## src/rtl/tdm_demux.sv

```systemverilog
// 1-to-LANES TDM demux: collects one framed beat per slot and publishes a whole frame atomically.
// Registered outputs; dout/dout_vld appear the cycle after the last beat; no backpressure (din_vld only).
module tdm_demux #(
  parameter int WIDTH = 1,
  parameter int LANES = 2
) (
  input  logic                                       clk,
  input  logic                                       rst,
  input  logic [WIDTH-1:0]                           din,
  input  logic                                       din_vld,
  input  logic                                       sof,
  output logic [LANES*WIDTH-1:0]                     dout,
  output logic                                       dout_vld,
  output logic [((LANES > 1) ? $clog2(LANES) : 1)-1:0] sel,
  output logic                                       frm_err
);

  localparam int SELW = (LANES > 1) ? $clog2(LANES) : 1;
  localparam logic [SELW-1:0] SEL_LAST = SELW'(LANES - 1);
  localparam logic [SELW-1:0] SEL_ONE  = SELW'(1);

  typedef enum logic {
    IDLE    = 1'b0,
    COLLECT = 1'b1
  } state_t;

  state_t                   state_q, state_d;
  logic [SELW-1:0]          sel_q, sel_d;
  logic [LANES*WIDTH-1:0]   shadow_q, shadow_d;
  logic [LANES*WIDTH-1:0]   dout_q, dout_d;
  logic                     dout_vld_q, dout_vld_d;
  logic                     frm_err_q, frm_err_d;

  always_ff @(posedge clk or posedge rst) begin
    if (rst) begin
      state_q    <= IDLE;
      sel_q      <= '0;
      shadow_q   <= '0;
      dout_q     <= '0;
      dout_vld_q <= 1'b0;
      frm_err_q  <= 1'b0;
    end else begin
      state_q    <= state_d;
      sel_q      <= sel_d;
      shadow_q   <= shadow_d;
      dout_q     <= dout_d;
      dout_vld_q <= dout_vld_d;
      frm_err_q  <= frm_err_d;
    end
  end

  always_comb begin
    state_d    = state_q;
    sel_d      = sel_q;
    shadow_d   = shadow_q;
    dout_d     = dout_q;
    dout_vld_d = 1'b0;
    frm_err_d  = 1'b0;

    if (din_vld) begin
      case (state_q)
        IDLE: begin
          // Beats without sof here are orphans from a lost frame; drop them silently.
          if (sof) begin
            if (LANES == 1) begin
              dout_d                                   = shadow_q;
              dout_d[(LANES-1)*WIDTH +: WIDTH]         = din;
              dout_vld_d                               = 1'b1;
              sel_d                                    = '0;
            end else begin
              shadow_d[WIDTH-1:0] = din;
              sel_d               = SEL_ONE;
              state_d             = COLLECT;
            end
          end
        end

        COLLECT: begin
          if (sof) begin
            // Early sof: abandon the partial frame and restart it with this beat as slot 0.
            frm_err_d           = 1'b1;
            shadow_d[WIDTH-1:0] = din;
            sel_d               = SEL_ONE;
          end else if (sel_q == SEL_LAST) begin
            dout_d                           = shadow_q;
            dout_d[(LANES-1)*WIDTH +: WIDTH] = din;
            dout_vld_d                       = 1'b1;
            sel_d                            = '0;
            state_d                          = IDLE;
          end else begin
            for (int k = 0; k < LANES; k++) begin
              if (sel_q == SELW'(k)) begin
                shadow_d[k*WIDTH +: WIDTH] = din;
              end
            end
            sel_d = sel_q + SEL_ONE;
          end
        end

        default: begin
          state_d = IDLE;
          sel_d   = '0;
        end
      endcase
    end
  end

  assign dout     = dout_q;
  assign dout_vld = dout_vld_q;
  assign sel      = sel_q;
  assign frm_err  = frm_err_q;

endmodule

```

## config.mk

```make
export PLATFORM = sky130hd
export DESIGN_NAME = tdm_demux
export DESIGN_NICKNAME = d
export VERILOG_FILES = /design/src/rtl/tdm_demux.sv
export SDC_FILE = /design/constraint.sdc
export NUM_CORES = 1
export LEC_CHECK = 0
export ABC_CLOCK_PERIOD_IN_PS = 1500
export BUFFER_PORTS_ARGS = -buffer_cell sky130_fd_sc_hd__clkbuf_2
export CORE_AREA = 10 10 47 49
export DETAILED_ROUTE_END_ITERATION = 7
export DIE_AREA = 0 0 57 59
export GPL_TIMING_DRIVEN = 0
export RECOVER_POWER = 25
export SLEW_MARGIN = 30
export SYNTH_ARGS = -nofsm -noshare
export SYNTH_HDL_FRONTEND = slang
export SYNTH_SLANG_ARGS = --single-unit
```

## constraint.sdc

```tcl
create_clock -name clk -period 1.5 [get_ports clk]
set_clock_uncertainty 0.15 [all_clocks]
set_input_delay 0.3 -clock clk [delete_from_list [all_inputs] [get_ports clk]]
set_output_delay 0.3 -clock clk [all_outputs]
set_load 0.01 [all_outputs]
```

==> out/results.ini, run 1 <==
[status]
status=finished, final reports clean

[placement]
gp_congestion=0.652
numPortBuffers=9
dp_slack_ns=0.222
place.detailed.hpwl_um=447

[finish]
fin_util_pct=26.6
n_antenna_cell=0
syn2layout_area_growth_pct=37.3
drive_gt1_share_pct=48.6
fin_nets=41
final_common_cell=clkbuf_2
layout_common_cells=9 x clkbuf_2, 7 x dfrtp_1, 3 x inv_1, 3 x mux2_2, 3 x clkbuf_4

[timing]
setup_ws_ns=0.211
slew_headroom_pct=83.0
min_period_over_period_pct=85.9
slew_viol_final=0
tightest_slew_ns=0.254
grt_setup_unrepaired=no
max_freq_ghz=0.776
finalHoldViolCount=0
fin_crit_ns=1.29
setup_violations=0
tns_ns=0

[logic_synthesis]
yosysTopAreaCell=dfrtp_1
syn_inst=21
avgSynthCellArea_um2=12.9
ys_seq_elements=7
yosys_warnings=0
yosysSeqAreaShare_pct=64.5
synth_nets=26
synth_top_cell_area_share_pct=64.5
syn_area_um2=272
ys_top_cells_by_area=dfrtp_1 65%, mux2_2 12%, inv_1 4.1%, a22o_2 3.7%, nand4b_1 3.2%
yosysUniqueCellTypes=11

[critical_path]
reg2reg_depth=3
worst-path-buf-inv=0
timing.rr.start=state_q$_DFFE_PP0P_
crit_type=reg -> reg
setup.worst_path.start_class=flop
crit_slowest_cell=dfrtp_1
cp.depth=3
critPathArrivalTime_ns=1.28
r2r_end=shadow_q[0]$_DFFE_PP0P_
required_ns=1.49
r2r_slack_ns=0.21
critical_path.cell_chain=nor2b_1 > o21ai_1 > mux2_2
crit_path_max_incr_delay_ns=0.41
cp-end-kind=flop
cp_max_fo=5
crit_family=flip-flops

[floorplan]
fp-row-count=14
initial_core_util_pct=19.4
num_io_pins=10
dieHeight_um=59
core-area_um2=1400
chipWidth_um=57
dieArea_um2=3360

[routing]
wl_met2_um=189
route.vias.total=217
drtIter0Drc=1
highest_layer=met4
wl_met1_um=257
wl_met3_um=104
drc=0
wl_per_cell_um=11.1
dr.pass1.iters=2
ant_nets=0
drt_wl_total_um=564
viasPerCell=4.25

[global_route]
grt_max_degree=8
grt_usage_pct=4.13
grt_overflow=0
antenna_found_initial=0
grt_pass1_vias=242
grt_pass1_wl_um=966

[pwr]
leakagePower_nw=0.197
powerDensity_nw_per_um2=1440
peakVddDrop_mv=0.498

[run]
drv_cap=0

[clocking]
clock_latency_ns=0.25
cts.repair.resized=0
htreeDepth=1
cts_setup_buffers=0
cts_num_sinks=7
cts_tree=built
numCtsBuffers=3
clock_path_buffers=2
root_buffer=clkbuf_4
clk_pin_slew_ns=0.05

[min_path]
min_from=din
hold_depth=2
hold_class=in -> reg
hold-path-endpoint=shadow_q[0]$_DFFE_PP0P_

==> cells in the mapped netlist <==
library cell  n
nand2_1       1
a21oi_1       1
a22o_2        1
and3_2        1
o21ai_0       1
nor2b_1       1
nand4b_1      1
mux2_2        3
o21ai_1       1
inv_1         3
dfrtp_1       7
==> registers in the layout, indices dropped and copies added, names as in the netlist <==
name and cells:
dout 2, dout_vld 1, frm_err 1, sel 1, shadow_q 1, state_q 1
==> cells by family after synthesis <==
group	Yosys count	share of synthesized area, %
buf+inv	3	4.15
mux	3	12.4
compound gates	4	9.21
simple gates	4	9.68
flops	7	64.5
==> routing by layer <==
layer	global-route usage, %	up-vias
met4	3.02	0
met1	3.50	104
met5	0	-
met3	5.58	2
li1	-	98
met2	4.81	13
==> timing repair <==
item	4_1_cts	5_1_grt
endpoints found under the hold margin	7	0
hold buffers	1	0
setup endpoints to repair	0	0
==> through the flow <==
stage | cell area [um^2] | total power, mW | hold WS [ns] | instances
floorplan | 272 | 0.316 | -0.0466 | 21
finish | 373 | 0.538 | 0.147 | 51
global route | 373 | 0.583 | 0.154 | 51
CTS | 373 | 0.550 | 0.144 | 51
detailed placement | 337 | 0.368 | 0.0722 | 46
global placement | 337 | 0.366 | 0.0687 | 46
==> worst max path at each step <==
stage / startpoint / to / slack, ns
5_1_grt: state_q$_DFFE_PP0P_ / shadow_q[0]$_DFFE_PP0P_ / 0.14
2_1_floorplan: state_q$_DFFE_PP0P_ / shadow_q[0]$_DFFE_PP0P_ / 0.27
4_1_cts: state_q$_DFFE_PP0P_ / shadow_q[0]$_DFFE_PP0P_ / 0.20
3_3_place_gp: state_q$_DFFE_PP0P_ / shadow_q[0]$_DFFE_PP0P_ / 0.23
3_5_place_dp: state_q$_DFFE_PP0P_ / shadow_q[0]$_DFFE_PP0P_ / 0.22
6_report: state_q$_DFFE_PP0P_ / shadow_q[0]$_DFFE_PP0P_ / 0.21
==> report_power, final <==
group | internal, mW | switching (mW) | leakage [nW]
combinational | 0.0591 | 0.0520 | 0.0972
sequential | 0.230 | 0.0243 | 0.0845
clock | 0.102 | 0.0713 | 0.0150
==> cell type report <==
class | instances | area (um^2)
fill | 155 | 1030
inverter | 3 | 11.3
timing repair buffer | 10 | 55.1
clock buffer | 4 | 26.3
sequential | 7 | 175
multi-input combinational | 11 | 85.1
tap | 16 | 20.0
Power figures use the tool's default switching activity.
==> run 2: changes to the inputs <==
--- a/config.mk
+++ b/config.mk
@@ -8,9 +8,11 @@
 export ABC_CLOCK_PERIOD_IN_PS = 1500
 export BUFFER_PORTS_ARGS = -buffer_cell sky130_fd_sc_hd__clkbuf_2
 export CORE_AREA = 10 10 47 49
+export CTS_BUF_LIST = sky130_fd_sc_hd__clkbuf_8
 export DETAILED_ROUTE_END_ITERATION = 7
 export DIE_AREA = 0 0 57 59
 export GPL_TIMING_DRIVEN = 0
+export PLACE_DENSITY_LB_ADDON = 0.08
 export RECOVER_POWER = 25
 export SLEW_MARGIN = 30
 export SYNTH_ARGS = -nofsm -noshare
==> run 2 against run 1 <==
  * Global-route usage rose by 0.34 points
  * Routed wire length rose by 6.9%
  * Cell count did not move
  * Critical endpoint unchanged
  * Largest cell class unchanged
  * Largest power group unchanged
==> out/results.ini, run 2 (synthesis results as in run 1) <==
[pwr]
leakagePower_nw=0.209
power_uw=617
powerDensity_nw_per_um2=1580
peakVddDrop_mv=0.379

[critical_path]
crit_family=flip-flops
required_ns=1.46
cp_max_fo=5
r2r_slack_ns=0.18
cp-end-kind=flop
critPathArrivalTime_ns=1.27
crit_type=reg -> reg
timing.rr.start=state_q$_DFFE_PP0P_
crit_slowest_cell=dfrtp_1
worst-path-buf-inv=0
r2r_end=shadow_q[0]$_DFFE_PP0P_
reg2reg_depth=3
critical_path.cell_chain=nor2b_1 > o21ai_1 > mux2_2
setup.worst_path.start_class=flop
crit_path_max_incr_delay_ns=0.41

[global_route]
grt_usage_pct=4.47
antenna_found_initial=0
grt_pass1_vias=266
grt_overflow=0
grt_max_degree=8
grt_pass1_wl_mm=1.08

[placement]
numPortBuffers=9
dp_slack_ns=0.182
gp_congestion=0.618

[routing]
wl_per_cell_um=11.8
ant_nets=0
drt_wl_total_um=603
wl_met2_um=321
drc=0
viasPerCell=4.02
wl_met1_um=228
wl_met3_um=53
route.vias.total=205
dr.pass1.iters=2
highest_layer=met3
drtIter0Drc=1

[clocking]
numCtsBuffers=3
clock_latency_ns=0.22
cts.repair.resized=0
cts_tree=built
root_buffer=clkbuf_8
htreeDepth=1
cts_setup_buffers=0
clk_pin_slew_ns=0.04
cts_num_sinks=7
cts_hold_buf=1
clock_path_buffers=2

[timing]
tightest_slew_ns=0.288
max_freq_ghz=0.760
slew_headroom_pct=80.8
fin_crit_ns=1.32
grt_setup_unrepaired=no
setup_violations=0
min_period_over_period_pct=87.8
tns_ns=0
holdWs_ns=0.179
setup_ws_ns=0.184
finalHoldViolCount=0
slew_viol_final=0

[floorplan]
dieHeight_um=59
dieArea_um2=3360
fp-row-count=14
core-area_um2=1400
num_io_pins=10
initial_core_util_pct=19.4
chipWidth_um=57

[run]
drv_cap=0

[finish]
layout_common_cells=9 x clkbuf_2, 7 x dfrtp_1, 4 x inv_1
syn2layout_area_growth_pct=44.2
fin_util_pct=27.9
n_antenna_cell=0
fin_nets=41
final_common_cell=clkbuf_2
drive_gt1_share_pct=48.6
largest_reg_flops=2

[min_path]
hold-path-endpoint=shadow_q[0]$_DFFE_PP0P_
hold_depth=2
min_from=din
hold_class=in -> reg

[status]
status=finished, final reports clean

[run 2: cell types whose count changed in the layout (fill, tap and decap cells not counted)]
| cell | delta |
|---|---|
| clkbuf_8 | +3 |
| clkbuf_1 | -1 |
| clkbuf_4 | -3 |
| inv_1 | +1 |
[run 2: final cells by class]
cell class | instances | area (um^2)
Multi-Input combinational cell | 11 | 85.1
Timing Repair Buffer | 10 | 55.1
Clock buffer | 3 | 41.3
Inverter | 3 | 11.3
Tap cell | 16 | 20.0
Clock inverter | 1 | 3.75
Sequential cell | 7 | 175
Fill cell | 171 | 1010
[run 2: through the flow]
stage	instances	instance area (um^2)
2_1_floorplan	21	272
3_3_place_gp	46	337
3_5_place_dp	46	337
4_1_cts	51	392
5_1_grt	51	392
6_report	51	392
[run 2: how the worst max path moves through the flow]
stage | start | end | slack, ns | depth (start not counted)
3_3_place_gp | state_q$_DFFE_PP0P_ | shadow_q[0]$_DFFE_PP0P_ | 0.21 | 3
4_1_cts | state_q$_DFFE_PP0P_ | shadow_q[0]$_DFFE_PP0P_ | 0.18 | 3
3_5_place_dp | state_q$_DFFE_PP0P_ | shadow_q[0]$_DFFE_PP0P_ | 0.18 | 3
6_report | state_q$_DFFE_PP0P_ | shadow_q[0]$_DFFE_PP0P_ | 0.18 | 3
5_1_grt | state_q$_DFFE_PP0P_ | shadow_q[0]$_DFFE_PP0P_ | 0.09 | 3
2_1_floorplan | state_q$_DFFE_PP0P_ | shadow_q[0]$_DFFE_PP0P_ | 0.27 | 3
[run 2: layer usage]
metal	track usage (%)	vias to the layer above
met5	0	-
met4	5.03	0
met3	2.58	0
met2	7.13	6
met1	3.61	101
li1	-	98
[run 2: report_power, final]
group          switching [mW]  internal, mW
clock                  0.0764         0.176
sequential             0.0244         0.230
combinational          0.0510        0.0590
